===== src/rtl/case_enc_pkg.sv =====
// Shared types and constants for the casez priority encoder family.
// Optional X/Z screening in the top level is enabled with macro XZ_CHECK_EN.
package case_enc_pkg;

  // Default build-time sizes for the encoder
  localparam int DEF_WIDTH = 4;
  localparam int DEF_CNT_W = 8;

  // Widest request vector the casez table covers, and the index width it needs
  localparam int MAX_WIDTH = 16;
  localparam int IDX_MAX_W = 4;

  // Bit positions of the flags inside a packed enc_res_t
  localparam int RES_MULTI_BIT = 0;
  localparam int RES_NONE_BIT  = 1;
  localparam int RES_IDX_LSB   = 2;

  // Encoded result: index of the highest set bit plus none/multi flags
  typedef struct packed {
    logic [IDX_MAX_W-1:0] idx;
    logic                 none;
    logic                 multi;
  } enc_res_t;

  // Output register occupancy
  typedef enum logic {
    ST_EMPTY = 1'b0,
    ST_FULL  = 1'b1
  } hs_state_t;

  // Index width for an n-entry vector, never narrower than one bit
  function automatic int clog2_w(input int n);
    int r;
    r = 0;
    for (int i = 0; i < 31; i++) begin
      if ((1 << i) < n) r = i + 1;
    end
    return (r < 1) ? 1 : r;
  endfunction

endpackage


===== src/rtl/case_z_prio_core.sv =====
// Combinational MSB-priority match using a casez table, plus a multi-hit flag.
// The request is zero-extended to the widest supported vector, so a single
// 16-entry table serves every legal WIDTH.
module case_z_prio_core
  import case_enc_pkg::*;
#(
  parameter int WIDTH = DEF_WIDTH
) (
  input  logic [WIDTH-1:0] i_req,
  output enc_res_t         o_res
);

  logic [MAX_WIDTH-1:0] w_pad;
  logic [IDX_MAX_W-1:0] w_idx;
  logic                 w_none;
  logic                 w_multi;

  assign w_pad = MAX_WIDTH'(i_req);

  // Highest set bit wins; the leading-zero prefix in each pattern keeps them disjoint
  always_comb begin
    w_idx  = '0;
    w_none = 1'b0;
    casez (w_pad)
      16'b1???_????_????_????: w_idx = 4'd15;
      16'b01??_????_????_????: w_idx = 4'd14;
      16'b001?_????_????_????: w_idx = 4'd13;
      16'b0001_????_????_????: w_idx = 4'd12;
      16'b0000_1???_????_????: w_idx = 4'd11;
      16'b0000_01??_????_????: w_idx = 4'd10;
      16'b0000_001?_????_????: w_idx = 4'd9;
      16'b0000_0001_????_????: w_idx = 4'd8;
      16'b0000_0000_1???_????: w_idx = 4'd7;
      16'b0000_0000_01??_????: w_idx = 4'd6;
      16'b0000_0000_001?_????: w_idx = 4'd5;
      16'b0000_0000_0001_????: w_idx = 4'd4;
      16'b0000_0000_0000_1???: w_idx = 4'd3;
      16'b0000_0000_0000_01??: w_idx = 4'd2;
      16'b0000_0000_0000_001?: w_idx = 4'd1;
      16'b0000_0000_0000_0001: w_idx = 4'd0;
      default: begin
        w_idx  = '0;
        w_none = 1'b1;
      end
    endcase
  end

  // Clearing the lowest set bit leaves something only if two or more were set
  assign w_multi = |(i_req & (i_req - WIDTH'(1)));

  assign o_res.idx   = w_idx;
  assign o_res.none  = w_none;
  assign o_res.multi = w_multi;

endmodule


===== src/rtl/case_z_prio_enc.sv =====
// Registered MSB-priority encoder behind a valid/ready handshake, with one
// output register stage and a saturating count of multi-hit vectors.
// Define XZ_CHECK_EN to flag (sticky) and neutralise request vectors holding X/Z.
module case_z_prio_enc
  import case_enc_pkg::*;
#(
  parameter int WIDTH = DEF_WIDTH,
  parameter int IDX_W = clog2_w(WIDTH),
  parameter int CNT_W = DEF_CNT_W
) (
  input  logic             clk,
  input  logic             rst_n,
  input  logic             in_valid,
  output logic             in_ready,
  input  logic [WIDTH-1:0] in_req,
  output logic             out_valid,
  input  logic             out_ready,
  output logic [IDX_W-1:0] out_idx,
  output logic             out_none,
  output logic             out_multi,
  output logic [CNT_W-1:0] multi_cnt,
  output logic             xz_err
);

  hs_state_t        r_state;
  hs_state_t        w_state_nxt;
  enc_res_t         w_core_res;
  enc_res_t         w_load_res;
  enc_res_t         r_res;
  logic             w_accept;
  logic [CNT_W-1:0] r_multi_cnt;
  logic             w_unused_idx;

  case_z_prio_core #(
    .WIDTH(WIDTH)
  ) u_core (
    .i_req(in_req),
    .o_res(w_core_res)
  );

  // Occupancy of the output register
  always_ff @(posedge clk or negedge rst_n) begin
    if (!rst_n) r_state <= ST_EMPTY;
    else        r_state <= w_state_nxt;
  end

  // Fill on accept, empty when the consumer takes the result and nothing replaces it
  always_comb begin
    w_state_nxt = r_state;
    case (r_state)
      ST_EMPTY: if (w_accept) w_state_nxt = ST_FULL;
      ST_FULL:  if (out_ready && !w_accept) w_state_nxt = ST_EMPTY;
      default:  w_state_nxt = ST_EMPTY;
    endcase
  end

  // Ready depends only on occupancy and out_ready, never on in_valid
  always_comb begin
    out_valid = (r_state == ST_FULL);
    in_ready  = (r_state == ST_EMPTY) || out_ready;
  end

  assign w_accept = in_valid && in_ready;

`ifdef XZ_CHECK_EN
  logic w_xz_hit;
  logic r_xz_err;

  assign w_xz_hit = ((^in_req) === 1'bx);

  // A poisoned vector is reported as "no request" so it cannot look like a hit
  always_comb begin
    w_load_res = w_core_res;
    if (w_xz_hit) begin
      w_load_res      = '0;
      w_load_res.none = 1'b1;
    end
  end

  // Sticky until reset so a single bad vector is never missed
  always_ff @(posedge clk or negedge rst_n) begin
    if (!rst_n)                    r_xz_err <= 1'b0;
    else if (w_accept && w_xz_hit) r_xz_err <= 1'b1;
  end

  assign xz_err = r_xz_err;
`else
  assign w_load_res = w_core_res;
  assign xz_err     = 1'b0;
`endif

  // Result register loads on every accept, including the drain-and-refill edge
  always_ff @(posedge clk or negedge rst_n) begin
    if (!rst_n)        r_res <= '0;
    else if (w_accept) r_res <= w_load_res;
  end

  // Count accepted multi-hit vectors, sticking at all-ones
  always_ff @(posedge clk or negedge rst_n) begin
    if (!rst_n) begin
      r_multi_cnt <= '0;
    end else if (w_accept && w_load_res.multi && (r_multi_cnt != {CNT_W{1'b1}})) begin
      r_multi_cnt <= r_multi_cnt + CNT_W'(1);
    end
  end

  assign out_idx      = r_res.idx[IDX_W-1:0];
  assign out_none     = r_res[RES_NONE_BIT];
  assign out_multi    = r_res[RES_MULTI_BIT];
  assign multi_cnt    = r_multi_cnt;
  assign w_unused_idx = ^r_res.idx;

endmodule


===== config.mk =====
export PLATFORM = sky130hd
export DESIGN_NAME = case_z_prio_enc
export DESIGN_NICKNAME = d
export VERILOG_FILES = /design/src/rtl/case_enc_pkg.sv /design/src/rtl/case_z_prio_core.sv /design/src/rtl/case_z_prio_enc.sv
export SDC_FILE = /design/constraint.sdc
export NUM_CORES = 1
export LEC_CHECK = 0
export ABC_AREA = 1
export CORE_ASPECT_RATIO = 0.5
export CORE_MARGIN = 2
export CORE_UTILIZATION = 25
export CTS_BUF_LIST = sky130_fd_sc_hd__clkbuf_16
export DETAILED_ROUTE_END_ITERATION = 16
export DONT_BUFFER_PORTS = 1
export GPL_ROUTABILITY_DRIVEN = 0
export GPL_TIMING_DRIVEN = 0
export REMOVE_ABC_BUFFERS = 1
export SYNTH_ARGS = -nofsm -noshare
export SYNTH_HDL_FRONTEND = slang
export SYNTH_SLANG_ARGS = --single-unit

===== constraint.sdc =====
create_clock -name clk -period 1.8 [get_ports clk]
set_input_delay 0.27 -clock clk [delete_from_list [all_inputs] [get_ports clk]]
set_output_delay 0.27 -clock clk [all_outputs]
set_load 0.05 [all_outputs]

# Word-level counts from Yosys, hierarchy flattened
# Cells that the tools add are included.
[word_totals]
register_bits = 13
input_bits = 8
output_inout_bits = 15
wordCells = 26
[classes]
add_sub_neg = 2
n_eq_ne = 4
mux = 5
n_bitwise = 2
n_reduce_logical = 8
[ops]
columns = ["operator", "n"]
rows = [
  ["8-bit by 1-bit adder with 8-bit output (second input constant)", 1],
  ["8-bit inequality test (second input constant)", 1],
  ["4-bit OR reduction", 2],
  ["2-bit one-hot mux with 3 select lines", 1],
  ["4-bit bitwise AND", 1],
  ["4-bit by 1-bit equality test with 1-bit output (second input constant)", 1],
  ["1-bit logical AND", 4],
  ["4-bit by 1-bit subtractor with 4-bit output (second input constant)", 1],
  ["3-bit by 1-bit equality test with 1-bit output (second input constant)", 1],
  ["1-bit two-way mux", 3],
  ["2-bit by 1-bit equality test with 1-bit output (second input constant)", 1],
  ["1-bit one-hot mux with 2 select lines", 1],
  ["1-bit zero test", 1],
  ["1-bit logical OR", 1],
  ["1-bit inverter", 1],
]

# Longest topological paths before layout
# Gate-level depths: netlist of the first run.
[depth]
depth_word = 7
ltp_mapped = 8
depth_no_buf = 8

# Cells and area by module
# A second synthesis of the first run with hierarchy kept.
[hier_totals]
cells_unflattened = 110
hier_area_um2 = 808.3
[modules_own_cells]
columns = ["mod", "n_inst", "cells_each", "area_per_inst_um2", "seq_area_each_um2"]
rows = [
  ["case_z_prio_enc", 1, 93, 719.4, 325.3],
  ["case_z_prio_core", 1, 17, 88.8, 0.0],
]

# Worst setup path after synthesis of the first run
# OpenSTA, ideal clock, no wires.
[synth_timing]
path_type = "register to register"
start = "register r_multi_cnt[0], in the netlist multi_cnt[0]"
end = "register r_multi_cnt[4], in the netlist multi_cnt[4]"
arrival_time_ps = 1423
t_required_ps = 1680
slack_ps = 257
stages_incl_launch_ff = 9
path_buffers = 0
cell_sequence = "dfrtp_1 -> ha_1 -> nand2_2 -> nor2_4 -> nand2_2 -> inv_2 -> nor2_4 -> nand2_1 -> nand2_1"
[synth_between]
elab_chain_cells = 2
elab_cells_between_ends = 3
cone_classes = "1 x add/sub; 1 x eq/ne; 1 x reduce/logical"
[synth_rtl]
columns = ["element", "line_no", "source"]
rows = [
  ["start: declaration", "case_z_prio_enc.sv:31", "logic [CNT_W-1:0] r_multi_cnt;"],
  ["start signal: assignment", "case_z_prio_enc.sv:103", "r_multi_cnt <= r_multi_cnt + CNT_W'(1);"],
  ["branches (longest 2 deep; another with 8-bit by 1-bit adder with 8-bit output)", "-", ""],
]
# Parallel ways; which one is timed is not known.
# A chain may end at the register's enable or synchronous reset.

# Worst setup path after layout of the first run
[layout_timing]
start = "register r_state, in the netlist out_valid"
end = "output port in_ready"
[layout_between]
elab_chain_cells = 2
[layout_rtl]
columns = ["element", "line_no", "source"]
rows = [
  ["start: declaration", "case_z_prio_enc.sv:25", "hs_state_t r_state;"],
  ["start signal: assignment", "case_z_prio_enc.sv:44", "else r_state <= w_state_nxt;"],
  ["1-bit inverter", "case_z_prio_enc.sv:60", "in_ready = (r_state == ST_EMPTY) || out_ready;"],
  ["1-bit logical OR", "case_z_prio_enc.sv:60", ""],
  ["end: declaration", "case_z_prio_enc.sv:14", "output logic in_ready,"],
]
# No other way between the ends.

==> results.toml, run 1 <==
[logic_synthesis]
ys_warn_count = 0
yosysTopAreaCellShare_pct = 43.8
synth_cell_type_count = 19
synth_top_cell_by_area = "dfrtp_1"
ys_seq_elements = 13
syn_inst = 98
synth_area_leaders = "dfrtp_1 44%, nand2_1 23%, nor2_4 4.5%, xor2_1 3.5%, inv_1 3.0%"
synth_area_sq_um = 743
synth.avg_cell_area_sq_um = 7.58
synth_seq_area_share_pct = 43.8

[finish]
nets = 112
layout_common_cells = "46 x nand2_1, 13 x dfrtp_1, 7 x inv_1"
final_util_pct = 32.3
instances_no_fill = 139
mostFrequentLayoutCell = "nand2_1"
diodes = 0
syn_to_final_growth_pct = 17.2
drive_gt1_share_pct = 14.7
design_area_sq_um = 871

[cts]
cts_tree = "done"
clkLatencyLatePin_ns = 0.24
clockBufferDepth = 2
cts_resized = 0
cts.sinks = 13
cts_root_buf = "clkbuf_16"
cts_hold_buffers = 1
postCtsSetupBuffers = 0
path_clk_slew_ns = 0.04
numCtsBuffers = 3
htreeDepth = 1

[route]
vias_per_cell = 4.13
route.vias.total = 574
dr.first_iter.drc_count = 17
dr.pass1.iters = 5
wirelength_um = 1390
drtAntennaViolNets = 0
drc = 0
wl_per_cell_um = 9.99

[power]
power_frac_comb_pct = 13.1
power_mw = 1.15
ir_drop_v = 0.000372
cellInternalPower_uw = 688
p_seq_share_pct = 51.3
switching_share_pct = 40.0
power_density_nw_per_um2 = 1320
p_switching_uw = 459
clockPowerShare_pct = 35.6
p_leak_nw = 0.433

[critical_path]
crit_cells = 1
cpPeakStageDelay_ns = 0.70
startpoint = "out_valid"
crit_buf_inv = 0
crit_path_end = "in_ready"
critical_path.max_fanout = 3
cp-start-kind = "flip-flop"
cp.arrival_ns = 1.41
path_delay_family = "flip-flops"
slowest_stage = "dfrtp_1"
cp_cell_sequence = "nand2_1"
reg2reg_from = "multi_cnt[0]"
endpoint_kind = "output port"
worstPathRequired_ns = 1.53
crit_type = "reg2out"
ff2ff_setup_slack_ns = 0.12
reg2reg_to = "multi_cnt[5]"
rr_worst_depth = 7

[placement]
hpwl_um = 1040
port_buffers = 0
place_inst = 134
dpl_cell_area_sq_um = 782
pre_cts_ws_ns = 0.115

[sta]
hold_slack_ns = 0.185
worst_pin_slew_ns = 0.611
fin_ws_ns = 0.119
rsz0062_at_grt = "false"
final-hold-violation-count = 0
timing_max_transition_violations_final = 0
fmax_mhz = 595
finalSetupTns_ns = 0
fin_worst_skew_ns = 0.000639
setup_viol = 0
maxSlewHeadroom_pct = 59.3
min_period_over_period_pct = 93.4
min_period_ns = 1.68

[global_routing]
grt_use_met1_pct = 11.1
overflow = 0
grt_max_degree = 14
busiest_layer = "met2"
antenna_found_initial = 0
met3_usage_pct = 4.31
grt_use_met2_pct = 14.2
grt.total_usage_pct = 9.14
grt_pass1_wl_um = 2370
grt_pass1_vias = 507

[status]
status = "completed"

[floorplanning]
rows = 13
die_y_um = 42.6
start_util_pct = 27.5
design.core.area_sq_um = 2700
io_pins = 23
die_w_um = 81.1
die-area_sq_um = 3450

[job]
drv_cap = 0

[min_path]
hold_path.class = "in2reg"
[synth_stat cells]
| cell | number |
|---|---|
| o21ai_0 | 4 |
| conb_1 | 1 |
| nand3_2 | 1 |
| a21oi_1 | 1 |
| inv_1 | 6 |
| inv_2 | 3 |
| nor2_1 | 5 |
| nor2_4 | 3 |
| nand2_2 | 3 |
| buf_4 | 1 |
| nand3_1 | 3 |
| ha_1 | 1 |
| xor2_1 | 3 |
| dfrtp_1 | 13 |
| nand4_2 | 1 |
| nand2_1 | 46 |
| clkinv_1 | 1 |
| a21oi_4 | 1 |
| nand3b_1 | 1 |
[cell type report]
cell class	count	area, sq um
fill	292	1830
multi-input combinational	74	373
sequential	13	325
clock buffer	3	75.1
tap	37	46.3
inverter	10	37.5
timing repair buffer	1	10.0
clock inverter	1	3.75
[power by group through the flow]
stage / logic [mW] / registers (mW) / clock network (mW)
after detailed placement: 0.146 / 0.594 / 0
final: 0.150 / 0.589 / 0.408
after CTS: 0.154 / 0.590 / 0.423
after floorplan: 0.129 / 0.577 / 0
after global routing: 0.176 / 0.598 / 0.440
after global placement: 0.143 / 0.594 / 0
[worst min-delay path by stage]
stage	cells past startpoint	end	start
finish	2	out_valid	in_valid
global route	2	out_valid	in_valid
CTS	2	out_valid	in_valid
detailed placement	0	out_idx[0]	rst_n
global placement	0	out_idx[0]	rst_n
floorplan	0	multi_cnt[0]	rst_n
[registers in the layout, summed over array words and instances (netlist names)]
| signal | count |
|---|---|
| multi_cnt | 8 |
| out_idx | 2 |
| out_multi | 1 |
| out_none | 1 |
| out_valid | 1 |
[logic make-up (layout without fill, tap and decap cells)]
| family | count (synthesis) | after routing | share of synthesized area (%) |
|---|---|---|---|
| and+or+nand+nor | 63 | 63 | 38.9 |
| AOI/OAI and AO/OA | 6 | 6 | 5.56 |
| xor gates and xnor gates | 3 | 3 | 3.54 |
| buffers and inverters | 11 | 15 | 6.06 |
| adders and majority gates | 1 | 1 | 1.68 |
| other | 1 | 1 | 0.505 |
| DFF | 13 | 13 | 43.8 |
[metal layers]
layer	vias up	part of all wire (%)
met5	-	0
met4	0	0
met3	0	6.8
met2	13	45
met1	254	48
li1	307	-
No activity file was read; power rests on OpenSTA's default activity.
==> run 2, diff against run 1 <==
--- a/config.mk
+++ b/config.mk
@@ -14,6 +14,8 @@
 export DONT_BUFFER_PORTS = 1
 export GPL_ROUTABILITY_DRIVEN = 0
 export GPL_TIMING_DRIVEN = 0
+export PLACE_DENSITY = 0.38
+export RECOVER_POWER = 100
 export REMOVE_ABC_BUFFERS = 1
 export SYNTH_ARGS = -nofsm -noshare
 export SYNTH_HDL_FRONTEND = slang
==> results.toml, run 2 (synthesized netlist as in run 1, its figures left out) <==
[sta]
hold_slack_ns = 0.179
min_period_over_period_pct = 92.1
finalSetupTns_ns = 0
timing_max_transition_violations_final = 0
worst_pin_slew_ns = 0.617
fin_worst_skew_ns = 0.000564
fin_ws_ns = 0.142
final-hold-violation-count = 0
min_period_ns = 1.66
maxSlewHeadroom_pct = 58.7
rsz0062_at_grt = "false"
setup_viol = 0
fmax_mhz = 603

[power]
p_leak_nw = 0.430
power_density_nw_per_um2 = 1320
ir_drop_v = 0.000427

[critical_path]
crit_cells = 1
cp_cell_sequence = "nand2_1"
cpPeakStageDelay_ns = 0.68
cp-start-kind = "flip-flop"
rr_worst_depth = 7
crit_path_end = "in_ready"
ff2ff_setup_slack_ns = 0.20
reg2reg_to = "multi_cnt[7]"
slowest_stage = "dfrtp_1"
cp.arrival_ns = 1.39
path_delay_family = "flip-flops"
worstPathRequired_ns = 1.53
endpoint_kind = "output port"
critical_path.max_fanout = 3
crit_buf_inv = 0
reg2reg_from = "multi_cnt[0]"
startpoint = "out_valid"
crit_type = "reg2out"

[floorplanning]
die_y_um = 42.6
die-area_sq_um = 3450
io_pins = 23
start_util_pct = 27.5
design.core.area_sq_um = 2700
rows = 13
die_w_um = 81.1

[route]
wl_per_cell_um = 11.6
dr.first_iter.drc_count = 55
vias_per_cell = 4.30
route.vias.total = 598
drc = 0
wirelength_um = 1610
drtAntennaViolNets = 0
dr.pass1.iters = 4

[global_routing]
grt_use_met2_pct = 14.4
grt.total_usage_pct = 10.7
antenna_found_initial = 0
grt_use_met1_pct = 14.1
grt_pass1_wl_um = 2710
met3_usage_pct = 6.90
busiest_layer = "met2"
grt_pass1_vias = 549
overflow = 0
grt_max_degree = 14

[finish]
syn_to_final_growth_pct = 17.5
fillers = 297
nets = 112
diodes = 0
mostFrequentLayoutCell = "nand2_1"
drive_gt1_share_pct = 16.7
layout_common_cells = "46 x nand2_1, 11 x dfrtp_1, 7 x inv_1"
largest_register_ffs = 8

[cts]
cts_root_buf = "clkbuf_16"
cts_tree = "done"
clkLatencyLatePin_ns = 0.24
cts.sinks = 13
clockBufferDepth = 2
path_clk_slew_ns = 0.04
numCtsBuffers = 3
htreeDepth = 1

[placement]
pre_cts_ws_ns = 0.0665
hpwl_um = 1220
port_buffers = 0

[min_path]
min_from = "in_valid"
hold_path.class = "in2reg"

[status]
status = "completed"

[job]
drv_cap = 0
[run 2: through the flow]
step / instances / power, mW / area [sq um] / utilization, %
5_1_grt: 139 / 1.23 / 873 / 32.3
6_report: 139 / 1.15 / 873 / 32.3
3_3_place_gp: 134 / 0.737 / 782 / 29.0
2_1_floorplan: 97 / 0.706 / 736 / -
3_5_place_dp: 134 / 0.744 / 782 / 29.0
4_1_cts: 139 / 1.17 / 871 / 32.3
[run 2: worst min path at each step]
stage                   endpoint  slack (ns)  cells after the start
finish                 out_valid        0.18                      2
global route           out_valid        0.19                      2
CTS                    out_valid        0.18                      2
detailed placement      out_none       -0.03                      0
global placement        out_none       -0.03                      0
floorplan           multi_cnt[0]       -0.03                      0
[run 2: cell type report]
class	count	area (sq um)	area share (%)
clock buffer	3	75.1	8.60
tap	37	46.3	5.30
multi-input combinational	74	373	42.7
clock inverter	1	3.75	0.430
inverter	10	37.5	4.30
sequential	13	328	37.5
timing repair buffer	1	10.0	1.15
[run 2: repair_timing]
action,in CTS,in global routing
endpoints found under the hold margin,13,0
hold buffers,1,0
endpoints found under the setup margin,0,8
buffers inserted,0,0
gates resized for setup,0,2
[run 2: layer usage]
layer / up-vias / part of all wire (%)
li1: 306 / -
met2: 23 / 42
met1: 269 / 48
met3: 0 / 10
met5: - / 0
met4: 0 / 0
[run 2: where the power goes]
| group | switching (mW) | internal, mW | total, mW | leakage (nW) |
|---|---|---|---|---|
| clock | 0.115 | 0.292 | 0.408 | 0.0423 |
| combinational | 0.0983 | 0.0567 | 0.155 | 0.224 |
| sequential | 0.249 | 0.343 | 0.592 | 0.164 |
